==> config.mk <==
export PLATFORM = sky130hd
export DESIGN_NAME = motor_pwm_driver_flat
export DESIGN_NICKNAME = d
export VERILOG_FILES = /design/src/rtl/motor_pwm_driver_if.sv /design/src/rtl/motor_pwm_driver.sv /design/src/flat_wrapper.sv
export SDC_FILE = /design/constraint.sdc
export NUM_CORES = 1
export LEC_CHECK = 0
export BUFFER_PORTS_ARGS = -buffer_cell sky130_fd_sc_hd__buf_2
export CORE_MARGIN = 2
export CORE_UTILIZATION = 57
export DETAILED_ROUTE_END_ITERATION = 7
export HOLD_SLACK_MARGIN = 0.1
export PLACE_DENSITY = 0.78
export SYNTH_ARGS = -nofsm -noshare
export SYNTH_HDL_FRONTEND = slang
export SYNTH_SLANG_ARGS = --single-unit
==> constraint.sdc <==
create_clock -name clk_50 -period 4.4 [get_ports clk_50]
set_input_delay 0 -clock clk_50 [delete_from_list [all_inputs] [get_ports clk_50]]
set_output_delay 0 -clock clk_50 [all_outputs]
set_load 0.01 [all_outputs]
==> src/rtl/motor_pwm_driver_if.sv <==
// Command and pin bundle for the dual H-bridge PWM driver.
// The controller side drives the enable and duty commands; the driver side
// returns the four bridge pins, the period strobe and the sticky fault flag.
interface motor_pwm_driver_if;
    logic       enable;
    logic [7:0] lm;
    logic [7:0] lmn;
    logic [7:0] rm;
    logic [7:0] rmn;
    logic       l_in1;
    logic       l_in2;
    logic       r_in1;
    logic       r_in2;
    logic       period_tick;
    logic       fault;

    modport master (
        output enable, lm, lmn, rm, rmn,
        input  l_in1, l_in2, r_in1, r_in2, period_tick, fault
    );

    modport slave (
        input  enable, lm, lmn, rm, rmn,
        output l_in1, l_in2, r_in1, r_in2, period_tick, fault
    );
endinterface

==> src/rtl/motor_pwm_driver.sv <==
// Dual-channel H-bridge PWM driver with slew-limited duty ramping and a
// dead interval on direction reversal. Both channels share one prescaler
// and one PWM counter; commands are sampled once per PWM period.
module motor_pwm_driver #(
    parameter int PRESCALE     = 500,
    parameter int PERIOD       = 100,
    parameter int RAMP_STEP    = 4,
    parameter int DEAD_PERIODS = 2
) (
    input  logic                clk_50,
    input  logic                rst_n,
    motor_pwm_driver_if.slave   bus
);

    localparam int              PW         = (PRESCALE > 1) ? $clog2(PRESCALE) : 1;
    localparam logic [PW-1:0]   PRESC_LAST = PW'(PRESCALE - 1);
    localparam logic [7:0]      CNT_LAST   = 8'(PERIOD - 1);
    localparam logic [7:0]      PERIOD_8   = 8'(PERIOD);
    localparam logic [7:0]      STEP_8     = 8'(RAMP_STEP);
    // The period in which DEAD is entered counts as the first dead period.
    localparam logic [7:0]      DEAD_LOAD  = (DEAD_PERIODS > 1) ? 8'(DEAD_PERIODS - 1) : 8'd0;

    typedef enum logic [1:0] {
        S_IDLE = 2'd0,
        S_FWD  = 2'd1,
        S_REV  = 2'd2,
        S_DEAD = 2'd3
    } state_e;

    typedef struct packed {
        state_e     st;
        logic [7:0] duty;
        logic [7:0] dead;
    } chan_t;

    localparam chan_t CH_RESET = '{st: S_IDLE, duty: 8'd0, dead: 8'd0};

    // Move cur toward tgt by at most one ramp step, landing exactly on tgt.
    function automatic logic [7:0] ramp_toward(input logic [7:0] cur, input logic [7:0] tgt);
        logic [7:0] res;
        if (cur < tgt) begin
            res = ((tgt - cur) > STEP_8) ? (cur + STEP_8) : tgt;
        end else begin
            res = ((cur - tgt) > STEP_8) ? (cur - STEP_8) : tgt;
        end
        return res;
    endfunction

    // One per-period step of a channel given the sampled signed target.
    // A running direction first ramps to zero duty; only a sample that finds
    // duty already at zero leaves the direction (to IDLE or DEAD).
    function automatic chan_t chan_step(input chan_t c, input logic pos, input logic neg,
                                        input logic [7:0] mag);
        chan_t n;
        n = c;
        case (c.st)
            S_IDLE: begin
                if (pos) begin
                    n.st   = S_FWD;
                    n.duty = ramp_toward(8'd0, mag);
                end else if (neg) begin
                    n.st   = S_REV;
                    n.duty = ramp_toward(8'd0, mag);
                end else begin
                    n.duty = 8'd0;
                end
            end
            S_FWD: begin
                if (pos) begin
                    n.duty = ramp_toward(c.duty, mag);
                end else if (c.duty != 8'd0) begin
                    n.duty = ramp_toward(c.duty, 8'd0);
                end else if (neg) begin
                    n.st   = S_DEAD;
                    n.dead = DEAD_LOAD;
                end else begin
                    n.st   = S_IDLE;
                end
            end
            S_REV: begin
                if (neg) begin
                    n.duty = ramp_toward(c.duty, mag);
                end else if (c.duty != 8'd0) begin
                    n.duty = ramp_toward(c.duty, 8'd0);
                end else if (pos) begin
                    n.st   = S_DEAD;
                    n.dead = DEAD_LOAD;
                end else begin
                    n.st   = S_IDLE;
                end
            end
            S_DEAD: begin
                if (c.dead != 8'd0) begin
                    n.dead = c.dead - 8'd1;
                end else if (pos) begin
                    n.st   = S_FWD;
                    n.duty = ramp_toward(8'd0, mag);
                end else if (neg) begin
                    n.st   = S_REV;
                    n.duty = ramp_toward(8'd0, mag);
                end else begin
                    n.st   = S_IDLE;
                    n.duty = 8'd0;
                end
            end
            default: begin
                n = CH_RESET;
            end
        endcase
        return n;
    endfunction

    logic [PW-1:0] presc_q, presc_d;
    logic [7:0]    cnt_q, cnt_d;
    logic          tick_q, tick_d;
    logic          fault_q, fault_d;
    chan_t         ch_q [2];
    chan_t         ch_d [2];
    logic [1:0]    in1_q, in1_d;
    logic [1:0]    in2_q, in2_d;
    logic [7:0]    fwd_s [2];
    logic [7:0]    rev_s [2];
    logic [7:0]    mag_s [2];
    logic [1:0]    pos_s, neg_s, both_s;

    // Shared prescaler and PWM counter; the period strobe is registered from
    // the next-count terminal condition so it lines up with the counters.
    always_comb begin
        presc_d = presc_q;
        cnt_d   = cnt_q;
        if (presc_q == PRESC_LAST) begin
            presc_d = {PW{1'b0}};
            if (cnt_q == CNT_LAST) begin
                cnt_d = 8'd0;
            end else begin
                cnt_d = cnt_q + 8'd1;
            end
        end else begin
            presc_d = presc_q + PW'(1);
        end
        tick_d = (presc_d == PRESC_LAST) && (cnt_d == CNT_LAST);
    end

    // Per-channel target decode, FSM step on the period strobe, and pin
    // levels computed from next-state values so they are registered in step.
    always_comb begin
        fwd_s[0] = bus.lm;
        rev_s[0] = bus.lmn;
        fwd_s[1] = bus.rm;
        rev_s[1] = bus.rmn;
        for (int c = 0; c < 2; c++) begin
            both_s[c] = (fwd_s[c] != 8'd0) && (rev_s[c] != 8'd0);
            pos_s[c]  = bus.enable && (fwd_s[c] != 8'd0) && (rev_s[c] == 8'd0);
            neg_s[c]  = bus.enable && (rev_s[c] != 8'd0) && (fwd_s[c] == 8'd0);
            if (pos_s[c]) begin
                mag_s[c] = (fwd_s[c] > PERIOD_8) ? PERIOD_8 : fwd_s[c];
            end else if (neg_s[c]) begin
                mag_s[c] = (rev_s[c] > PERIOD_8) ? PERIOD_8 : rev_s[c];
            end else begin
                mag_s[c] = 8'd0;
            end
            if (tick_q) begin
                ch_d[c] = chan_step(ch_q[c], pos_s[c], neg_s[c], mag_s[c]);
            end else begin
                ch_d[c] = ch_q[c];
            end
            in1_d[c] = (ch_d[c].st == S_FWD) && (cnt_d < ch_d[c].duty);
            in2_d[c] = (ch_d[c].st == S_REV) && (cnt_d < ch_d[c].duty);
        end
        fault_d = fault_q | (tick_q & (|both_s));
    end

    // State and output registers; reset forces every pin low at once.
    always_ff @(posedge clk_50 or negedge rst_n) begin
        if (!rst_n) begin
            presc_q <= {PW{1'b0}};
            cnt_q   <= 8'd0;
            tick_q  <= 1'b0;
            fault_q <= 1'b0;
            in1_q   <= 2'b00;
            in2_q   <= 2'b00;
            for (int c = 0; c < 2; c++) begin
                ch_q[c] <= CH_RESET;
            end
        end else begin
            presc_q <= presc_d;
            cnt_q   <= cnt_d;
            tick_q  <= tick_d;
            fault_q <= fault_d;
            in1_q   <= in1_d;
            in2_q   <= in2_d;
            for (int c = 0; c < 2; c++) begin
                ch_q[c] <= ch_d[c];
            end
        end
    end

    assign bus.l_in1       = in1_q[0];
    assign bus.l_in2       = in2_q[0];
    assign bus.r_in1       = in1_q[1];
    assign bus.r_in2       = in2_q[1];
    assign bus.period_tick = tick_q;
    assign bus.fault       = fault_q;

endmodule

==> src/flat_wrapper.sv <==
// flat-port wrapper written by rule: the top's interface ports become plain ports
module motor_pwm_driver_flat 
#(
    parameter int PRESCALE     = 500,
    parameter int PERIOD       = 100,
    parameter int RAMP_STEP    = 4,
    parameter int DEAD_PERIODS = 2
)
  (clk_50, rst_n, bus_enable, bus_lm, bus_lmn, bus_rm, bus_rmn, bus_l_in1, bus_l_in2, bus_r_in1, bus_r_in2, bus_period_tick, bus_fault);
  motor_pwm_driver_if bus_i ();
  input  logic clk_50;
  input  logic rst_n;
  input wire logic [$bits(bus_i.enable)-1:0] bus_enable;
  input wire logic [$bits(bus_i.lm)-1:0] bus_lm;
  input wire logic [$bits(bus_i.lmn)-1:0] bus_lmn;
  input wire logic [$bits(bus_i.rm)-1:0] bus_rm;
  input wire logic [$bits(bus_i.rmn)-1:0] bus_rmn;
  output wire logic [$bits(bus_i.l_in1)-1:0] bus_l_in1;
  output wire logic [$bits(bus_i.l_in2)-1:0] bus_l_in2;
  output wire logic [$bits(bus_i.r_in1)-1:0] bus_r_in1;
  output wire logic [$bits(bus_i.r_in2)-1:0] bus_r_in2;
  output wire logic [$bits(bus_i.period_tick)-1:0] bus_period_tick;
  output wire logic [$bits(bus_i.fault)-1:0] bus_fault;
  assign bus_i.enable = bus_enable;
  assign bus_i.lm = bus_lm;
  assign bus_i.lmn = bus_lmn;
  assign bus_i.rm = bus_rm;
  assign bus_i.rmn = bus_rmn;
  assign bus_l_in1 = bus_i.l_in1;
  assign bus_l_in2 = bus_i.l_in2;
  assign bus_r_in1 = bus_i.r_in1;
  assign bus_r_in2 = bus_i.r_in2;
  assign bus_period_tick = bus_i.period_tick;
  assign bus_fault = bus_i.fault;
  motor_pwm_driver #(.PRESCALE(PRESCALE), .PERIOD(PERIOD), .RAMP_STEP(RAMP_STEP), .DEAD_PERIODS(DEAD_PERIODS)) u_core (.clk_50(clk_50), .rst_n(rst_n), .bus(bus_i));
endmodule
==> flow_summary.rst, run 1 <==
.. list-table::
   :header-rows: 1

   * - Metric
     - Value
   * - Post-route setup TNS
     - -1.83 ns
   * - Cell count of the worst reg-to-reg path
     - 21
   * - Share of final-layout standard cells stronger than drive strength 1
     - 34.7%
   * - Unique masters post-synth
     - 96
   * - Final setup margin
     - -0.564 ns
   * - Worst Hold Slack
     - 0.328 ns
   * - Most instantiated flip-flop cell in the synthesis netlist
     - sky130_fd_sc_hd__dfrtp_1
   * - Start point of the critical path
     - bus_lmn[0]
   * - Clock Sinks
     - 59
   * - CP Max Fanout
     - 4
   * - CTS tree
     - done
   * - Placed cells
     - 1254
   * - Leakage power figure
     - 4.52 nW
   * - Seq pwr share
     - 36.8%
   * - Measured slew at the worst slew-check pin
     - 0.774 ns
   * - Crit path buffers/inverters
     - 7
   * - Number of rows created at floorplan
     - 39
   * - Most frequent CP cell
     - sky130_fd_sc_hd__buf_4
   * - Critical register-to-register path startpoint
     - u_core.ch_q[28]$_DFF_PN0_
   * - Crit path launch type
     - primary input
   * - Ys Warns
     - 0
   * - Worst relative slew slack
     - 48.1%
   * - Number of antenna violations at the first check in global routing
     - 0
   * - Deepest clock path buffer count
     - 2
   * - Root buffer selected by CTS
     - sky130_fd_sc_hd__clkbuf_16
   * - Syn Inst Count
     - 903
   * - Detailed-route via count
     - 8821
   * - Router iterations before antenna repair
     - 8
   * - DRC
     - 0
   * - Met2 routed WL
     - 12200 um
   * - Max layer used
     - met4
   * - R2R Path End
     - u_core.in2_q[0]$_DFF_PN0_
   * - Period minus WS final
     - 4.96 ns
   * - Capturing element type of the critical path
     - flip-flop
   * - CP arrival
     - 5.24 ns
   * - Count of nets after finishing
     - 1244
   * - Avg Cell Area, Syn
     - 7.55 sq um
   * - Internal cell power
     - 1.10 mW
   * - Post-synth EDFFs
     - 0
   * - Detail-routed net length per standard cell
     - 20.2 um
   * - Total CTS buffers
     - 9
   * - Die Y
     - 113 um
   * - Max Slew Vio Count
     - 0
   * - Cells taking the most area after synthesis
     - sky130_fd_sc_hd__dfrtp_1, sky130_fd_sc_hd__ha_1, sky130_fd_sc_hd__nor2_1, sky130_fd_sc_hd__a21oi_1, sky130_fd_sc_hd__o21ai_0
   * - Largest area contributor in the synthesized netlist
     - sky130_fd_sc_hd__dfrtp_1
   * - Overflow after GRT
     - 0
   * - H-Tree Depth
     - 3
   * - Clk Latency, worst-skew pair
     - 0.34 ns
   * - Setup slack on the worst flop-to-flop path
     - -0.02 ns
   * - Critical path type
     - in2reg
   * - CP Data Required Time
     - 4.68 ns
   * - Post-synthesis instance area
     - 6820 sq um
   * - Final design instance area without fill
     - 9810 sq um
   * - Aggregate global-route resource usage
     - 38.7%
   * - Maximum number of pins on one net before global-route repair
     - 60
   * - Async set-reset flop share out of synthesis
     - 100%
   * - Final antenna-violating net count
     - 0
   * - Number of storage elements in the synthesis netlist
     - 59
   * - Die span in x
     - 113 um
   * - Filler-free cell count of the finished design
     - 1308
   * - Result of the run
     - finished with violations
   * - Proportion of total power due to net switching
     - 25.9%
   * - Power per standard cell area
     - 151 nW/um^2
   * - Critical-path top delay cell
     - sky130_fd_sc_hd__or4_4
   * - Post-CTS clock slew at the launch and capture registers of the worst setup and hold paths
     - 0.06 ns
   * - Core Region
     - 11600 sq um
   * - Vias per cell
     - 6.74
   * - Proportion of synthesized chip area in sequential cells
     - 21.7%
   * - Die footprint
     - 12900 sq um
   * - Final setup fails
     - 4
   * - Max-cap check violation count
     - 0
   * - Class of the tightest hold or removal check
     - in2async
   * - Violation count after the first detailed-route iteration
     - 1252
   * - Final weighted congestion of routability-driven global placement
     - 0.965
   * - Number of diodes added for antenna fixing
     - 0
   * - Final Hold Vio Count
     - 0
   * - First-pass GRT wire length
     - 40300 um
   * - Largest stage delay on the critical path
     - 0.49 ns
   * - Switching power
     - 0.384 mW
   * - Total of buffers placed on input and output ports
     - 40
   * - Critical path's top delay family
     - simple AND/OR/NAND/NOR gates
   * - Wl on met1
     - 10200 um
   * - WL final
     - 26500 um
   * - Part of the power in the clock network
     - 47.8%
   * - Worst IR Drop VDD
     - 0.000249 V
   * - Number of global-route vias before repair
     - 8342
   * - Number of top-level design ports
     - 41
   * - Detail Route met3 WL
     - 2800 um
   * - Clock skew
     - 0.0106 ns
   * - Maximum frequency from static timing analysis
     - 201 MHz
   * - Final core utilization
     - 84.8%
   * - P&R area growth vs syn
     - 43.8%
   * - Unrepaired setup endpoints after global routing
     - yes
   * - Minimum setup slack after placement
     - -0.874 ns
   * - Violated checks
     - setup timing
   * - Starting density of the core
     - 59.0%
   * - Post-place instance area
     - 8790 sq um
   * - Fraction of the cycle the final worst path needs
     - 113%
   * - HPWL Detailed
     - 17700 um
   * - PnR Total Power
     - 1.48 mW
   * - Combinational fraction of design power
     - 15.4%
   * - Area share of the leading cell type in the synthesized netlist
     - 21.7%
## area by class of cell
class	instances	area, sq um
multi-input cells	759	5600
repair buffers	275	2040
well taps	143	179
clock buffers	12	246
clock inverters	4	50.0
flip-flops and latches	59	1480
fillers	639	1760
inverters	56	210
## power groups by stage
stage | sequential (mW) | combinational, mW | clock, mW
finish | 0.546 | 0.229 | 0.709
CTS | 0.546 | 0.210 | 0.709
floorplan | 0.554 | 0.0818 | 0
global placement | 0.555 | 0.192 | 0
global route | 0.546 | 0.241 | 0.730
detailed placement | 0.555 | 0.195 | 0
## sequential cells by signal, indices dropped and copies added (netlist names)
register	flops
u_core.bus.fault	1
u_core.bus.period_tick	1
u_core.ch_q	36
u_core.cnt_q	8
u_core.in1_q	2
u_core.in2_q	2
u_core.presc_q	9
## cells in the final DEF, fill, tap and decap left out, types with 35 or more instances in the layout
| cell type | instances |
|---|---|
| sky130_fd_sc_hd__ha_1 | 36 |
| sky130_fd_sc_hd__o21ai_0 | 51 |
| sky130_fd_sc_hd__nand2_1 | 64 |
| sky130_fd_sc_hd__nor3_1 | 35 |
| sky130_fd_sc_hd__a21oi_1 | 59 |
| sky130_fd_sc_hd__nor2_1 | 104 |
| sky130_fd_sc_hd__buf_4 | 227 |
| sky130_fd_sc_hd__buf_2 | 35 |
| sky130_fd_sc_hd__dfrtp_1 | 59 |
| sky130_fd_sc_hd__inv_1 | 54 |
## cells in the mapped netlist, types with 5 or more instances
cell / number
sky130_fd_sc_hd__a21oi_1: 71
sky130_fd_sc_hd__o21ai_1: 6
sky130_fd_sc_hd__ha_1: 47
sky130_fd_sc_hd__a22o_1: 8
sky130_fd_sc_hd__a31oi_1: 13
sky130_fd_sc_hd__a32oi_1: 5
sky130_fd_sc_hd__o21a_1: 9
sky130_fd_sc_hd__o21ai_0: 58
sky130_fd_sc_hd__inv_1: 56
sky130_fd_sc_hd__nor2_1: 108
sky130_fd_sc_hd__nor3_1: 41
sky130_fd_sc_hd__dfrtp_1: 59
sky130_fd_sc_hd__nand2b_1: 5
sky130_fd_sc_hd__nand3_1: 36
sky130_fd_sc_hd__nand2_1: 66
sky130_fd_sc_hd__a21o_1: 13
sky130_fd_sc_hd__and4_1: 5
sky130_fd_sc_hd__clkbuf_1: 21
sky130_fd_sc_hd__a211o_1: 8
sky130_fd_sc_hd__or3_1: 9
sky130_fd_sc_hd__and3_1: 9
sky130_fd_sc_hd__a22oi_1: 9
sky130_fd_sc_hd__nor4_1: 15
sky130_fd_sc_hd__and2_1: 8
sky130_fd_sc_hd__mux2i_1: 15
sky130_fd_sc_hd__o31ai_1: 15
sky130_fd_sc_hd__nor2b_1: 13
sky130_fd_sc_hd__xnor2_1: 29
sky130_fd_sc_hd__o22ai_1: 14
sky130_fd_sc_hd__nand4_1: 12
## worst max-delay path by stage
stage	end	slack [ns]	cells past startpoint
finish	u_core.in2_q[0]$_DFF_PN0_	-0.56	29
global route	u_core.in2_q[0]$_DFF_PN0_	-0.84	28
CTS	u_core.in2_q[0]$_DFF_PN0_	-0.29	27
detailed placement	u_core.in2_q[0]$_DFF_PN0_	-0.87	25
global placement	u_core.in2_q[0]$_DFF_PN0_	-0.72	25
floorplan	u_core.in2_q[0]$_DFF_PN0_	-0.36	24
## logic make-up after synthesis
logic type      after synthesis  share of synthesized area (%)
compound gates              301                           30.2
other cells                   1                         0.0550
fa+ha+maj                    49                           9.21
flops                        59                           21.7
xor+xnor                     32                           4.11
buf+inv                      86                           5.38
simple gates                355                           26.3
mux                          20                           3.03
## worst min-delay path, delay by kind of cell
family / cells / cell delay (ns)
buf+inv: 3 / 1.19
## layer usage
metal  up-vias  GRT usage (%)
li1       3930              -
met1      4131           50.7
met2       609           64.6
met3       151           6.96
met4         0           13.3
met5         -              0
## what timing repair did
item                       CTS  global route
hold buffers                 1             0
hold endpoints to repair    59             0
setup endpoints to repair    4             4
resized for setup           63            30
buffers inserted            26            11
pin swaps                   54            34
Note: power is estimated with default switching activity, not from simulation.
==> inputs of run 2 (changes only) <==
Settings changed: CORE_UTILIZATION 57 to 25, PLACE_DENSITY 0.78 to default.
==> run 2 against run 1 <==
The run still ends with setup timing left. First-iteration DRC count fell by 54%. Critical path type unchanged. Die area rose by 120%. Hold slack improved by 0.025 ns. Wire length fell by 8.4%. Clock skew fell by 0.0061 ns. Global-route usage fell by 22 points. Fmax rose by 1.5%. Setup slack improved by 0.073 ns. Non-clock buffer count rose by 9.
==> flow_summary.rst, run 2 (synthesis results as in run 1) <==
.. list-table::
   :header-rows: 1

   * - Metric
     - Value
   * - Result of the run
     - finished with violations
   * - Violated checks
     - setup timing
   * - HPWL Detailed
     - 19000 um (+7.2%)
   * - First-pass GRT wire length
     - 38600 um (-4.2%)
   * - Worst IR Drop VDD
     - 0.000144 V (-42%)
   * - Power per standard cell area
     - 143 nW/um^2 (-5.4%)
   * - Crit path launch type
     - primary input
   * - Core Region
     - 26900 sq um (+130%)
   * - Total CTS buffers
     - 9 (unchanged)
   * - Seq pwr share
     - 38.1% (+1.3 points)
   * - Proportion of total power due to net switching
     - 27.9% (+2.0 points)
   * - Number of global-route vias before repair
     - 7700 (-7.7%)
   * - Final antenna-violating net count
     - 0 (unchanged)
   * - Post-route setup TNS
     - -1.46 ns (+0.376 ns)
   * - Total of buffers placed on input and output ports
     - 40 (unchanged)
   * - Vias per cell
     - 5.26 (-22%)
   * - Share of final-layout standard cells stronger than drive strength 1
     - 34.8% (+0.16 points)
   * - Final weighted congestion of routability-driven global placement
     - 0.893 (-7.4%)
   * - Leakage power figure
     - 4.58 nW (+1.2%)
   * - Die footprint
     - 28600 sq um (+120%)
   * - CP Max Fanout
     - 5 (+1)
   * - Period minus WS final
     - 4.89 ns (-0.0727 ns)
   * - Number of rows created at floorplan
     - 60 (+54%)
   * - Max-cap check violation count
     - 0 (unchanged)
   * - Max Slew Vio Count
     - 0 (unchanged)
   * - Critical path type
     - in2reg
   * - Biggest register
     - u_core.ch_q
   * - Minimum setup slack after placement
     - -0.943 ns (-0.0693 ns)
   * - Measured slew at the worst slew-check pin
     - 0.842 ns (+0.0682 ns)
   * - Final Hold Vio Count
     - 0 (unchanged)
   * - Starting density of the core
     - 25.4% (-34 points)
   * - Aggregate global-route resource usage
     - 16.7% (-22 points)
   * - DRC
     - 0 (unchanged)
   * - Combinational fraction of design power
     - 15.7% (+0.3 points)
   * - Most common cell after layout, fill and taps aside
     - sky130_fd_sc_hd__buf_4
   * - Unrepaired setup endpoints after global routing
     - yes
   * - Maximum number of pins on one net before global-route repair
     - 60 (unchanged)
   * - Number of diodes added for antenna fixing
     - 0 (unchanged)
   * - CTS tree
     - done
   * - Crit path buffers/inverters
     - 3 (-4)
   * - Fraction of the cycle the final worst path needs
     - 111% (-1.7 points)
   * - Die Y
     - 169 um (+49%)
   * - Worst relative slew slack
     - 43.3% (-4.8 points)
   * - Final setup margin
     - -0.492 ns (+0.0727 ns)
   * - Part of the power in the clock network
     - 46.2% (-1.6 points)
   * - Clock skew
     - 0.00450 ns (-0.00612 ns)
   * - Internal cell power
     - 1.03 mW (-6.2%)
   * - CP Data Required Time
     - 4.68 ns (about the same)
   * - Deepest clock path buffer count
     - 2 (unchanged)
   * - Violation count after the first detailed-route iteration
     - 579 (-54%)
   * - Maximum frequency from static timing analysis
     - 204 MHz (+1.5%)
   * - Detailed-route via count
     - 7964 (-9.7%)
   * - Commonest non-fill, non-tap cells in the layout
     - sky130_fd_sc_hd__buf_4, sky130_fd_sc_hd__nor2_1, sky130_fd_sc_hd__nand2_1
   * - Biggest registers after layout
     - u_core.ch_q (36), u_core.presc_q (9), u_core.cnt_q (8)
   * - Clk Latency, worst-skew pair
     - 0.34 ns (about the same)
   * - Root buffer selected by CTS
     - sky130_fd_sc_hd__clkbuf_16
   * - Count of nets after finishing
     - 1253 (+0.72%)
   * - Detail-routed net length per standard cell
     - 16.0 um (-21%)
   * - Router iterations before antenna repair
     - 5 (-3)
   * - Overflow after GRT
     - 0 (unchanged)
   * - Placed cells
     - 1476 (+18%)
   * - Class of the tightest hold or removal check
     - in2reg
   * - Switching power
     - 0.399 mW (+4.0%)
   * - Number of antenna violations at the first check in global routing
     - 0 (unchanged)
   * - Critical path's top delay family
     - simple AND/OR/NAND/NOR gates
   * - Capturing element type of the critical path
     - flip-flop
   * - Largest stage delay on the critical path
     - 0.55 ns (+0.06 ns)
   * - Post-CTS clock slew at the launch and capture registers of the worst setup and hold paths
     - 0.06 ns (about the same)
   * - Filler-free cell count of the finished design
     - 1515 (+16%)
   * - Critical-path top delay cell
     - sky130_fd_sc_hd__or4_4
   * - Max FFs per register
     - 36 (unchanged)
   * - Final setup fails
     - 4 (unchanged)
   * - P&R area growth vs syn
     - 46.6%
   * - Die span in x
     - 169 um (+49%)
   * - H-Tree Depth
     - 3 (unchanged)
   * - CP arrival
     - 5.17 ns (-0.07 ns)
   * - WL final
     - 24300 um (-8.4%)
   * - Number of top-level design ports
     - 41 (unchanged)
   * - Clock Sinks
     - 59 (unchanged)
[run 2: changes by cell type in the layout (fill, tap and decap cells not counted), moves of 2 or more]
cell | previous run | this run
sky130_fd_sc_hd__buf_4 | 227 | 240
sky130_fd_sc_hd__buf_6 | 8 | 6
sky130_fd_sc_hd__buf_8 | 3 | 1
sky130_fd_sc_hd__clkbuf_1 | 2 | 0
sky130_fd_sc_hd__ha_1 | 36 | 38
sky130_fd_sc_hd__ha_4 | 8 | 6
sky130_fd_sc_hd__inv_6 | 0 | 2
sky130_fd_sc_hd__nor2_2 | 3 | 5
sky130_fd_sc_hd__nor2_4 | 2 | 0
sky130_fd_sc_hd__o21ai_0 | 51 | 53
sky130_fd_sc_hd__o21ai_1 | 10 | 6
sky130_fd_sc_hd__o31ai_2 | 0 | 2
[run 2: power by group through the flow]
stage          Sequential, mW  Clock (mW)  Combinational [mW]
3_3_place_gp            0.554           0               0.204
5_1_grt                 0.544       0.697               0.242
4_1_cts                 0.545       0.680               0.211
6_report                0.545       0.661               0.225
2_1_floorplan           0.554           0              0.0818
3_5_place_dp            0.554           0               0.205
[run 2: repair_timing]
action                                  in CTS  in global routing
hold buffers                                 1                  0
setup buffers                                6                 17
hold endpoints to repair                    59                  0
endpoints found under the setup margin       4                  4
resized for setup                           20                 54
pin swaps                                   12                 36
[run 2: final cells by class]
cell class / count / area, sq um
clock buffer: 9 / 225
sequential: 59 / 1480
multi-input combinational: 759 / 5530
fill: 2785 / 16900
clock inverter: 7 / 51.3
tap: 341 / 427
timing repair buffer: 284 / 2070
inverter: 56 / 210
[run 2: per-stage QoR]
step / hold WS [ns] / power, mW / cell area (sq um) / utilization [%]
6_report: 0.353 / 1.43 / 10000 / 37.2
2_1_floorplan: -0.296 / 0.636 / 7110 / -
4_1_cts: 0.347 / 1.44 / 9640 / 35.9
3_5_place_dp: 0.234 / 0.759 / 9220 / 34.3
5_1_grt: 0.393 / 1.48 / 10000 / 37.2
3_3_place_gp: 0.232 / 0.758 / 9220 / 34.3
[run 2: worst min-delay path, stage by stage]
cell and delay [ns]:
sky130_fd_sc_hd__buf_2 0.10, sky130_fd_sc_hd__buf_4 0.14, sky130_fd_sc_hd__a31o_1 0.15, sky130_fd_sc_hd__a21oi_1 0.06, sky130_fd_sc_hd__o32ai_1 0.20
[run 2: final timing paths]
check	to	slack (ns)	startpoint	depth (start not counted)
max	u_core.in2_q[0]$_DFF_PN0_	-0.49	bus_lmn[0]	25
min	u_core.ch_q[9]$_DFF_PN0_	0.35	bus_rmn[1]	5
max reg2reg	u_core.in2_q[0]$_DFF_PN0_	-0.05	u_core.ch_q[27]$_DFF_PN0_	20
min reg2reg	u_core.bus.fault$_DFF_PN0_	0.46	u_core.bus.fault$_DFF_PN0_	1
max in group asynchronous	u_core.ch_q[28]$_DFF_PN0_	3.51	rst_n	3
min in group asynchronous	u_core.presc_q[3]$_DFF_PN0_	0.38	rst_n	3
[run 2: routing by layer]
metal  part of all wire [%]  wire length (um)  GRT usage [%]
met2                     45             10900           26.7
met3                    5.3              1280           2.73
met5                      0                 0              0
met1                     48             11600           23.1
met4                    2.1               506           4.79
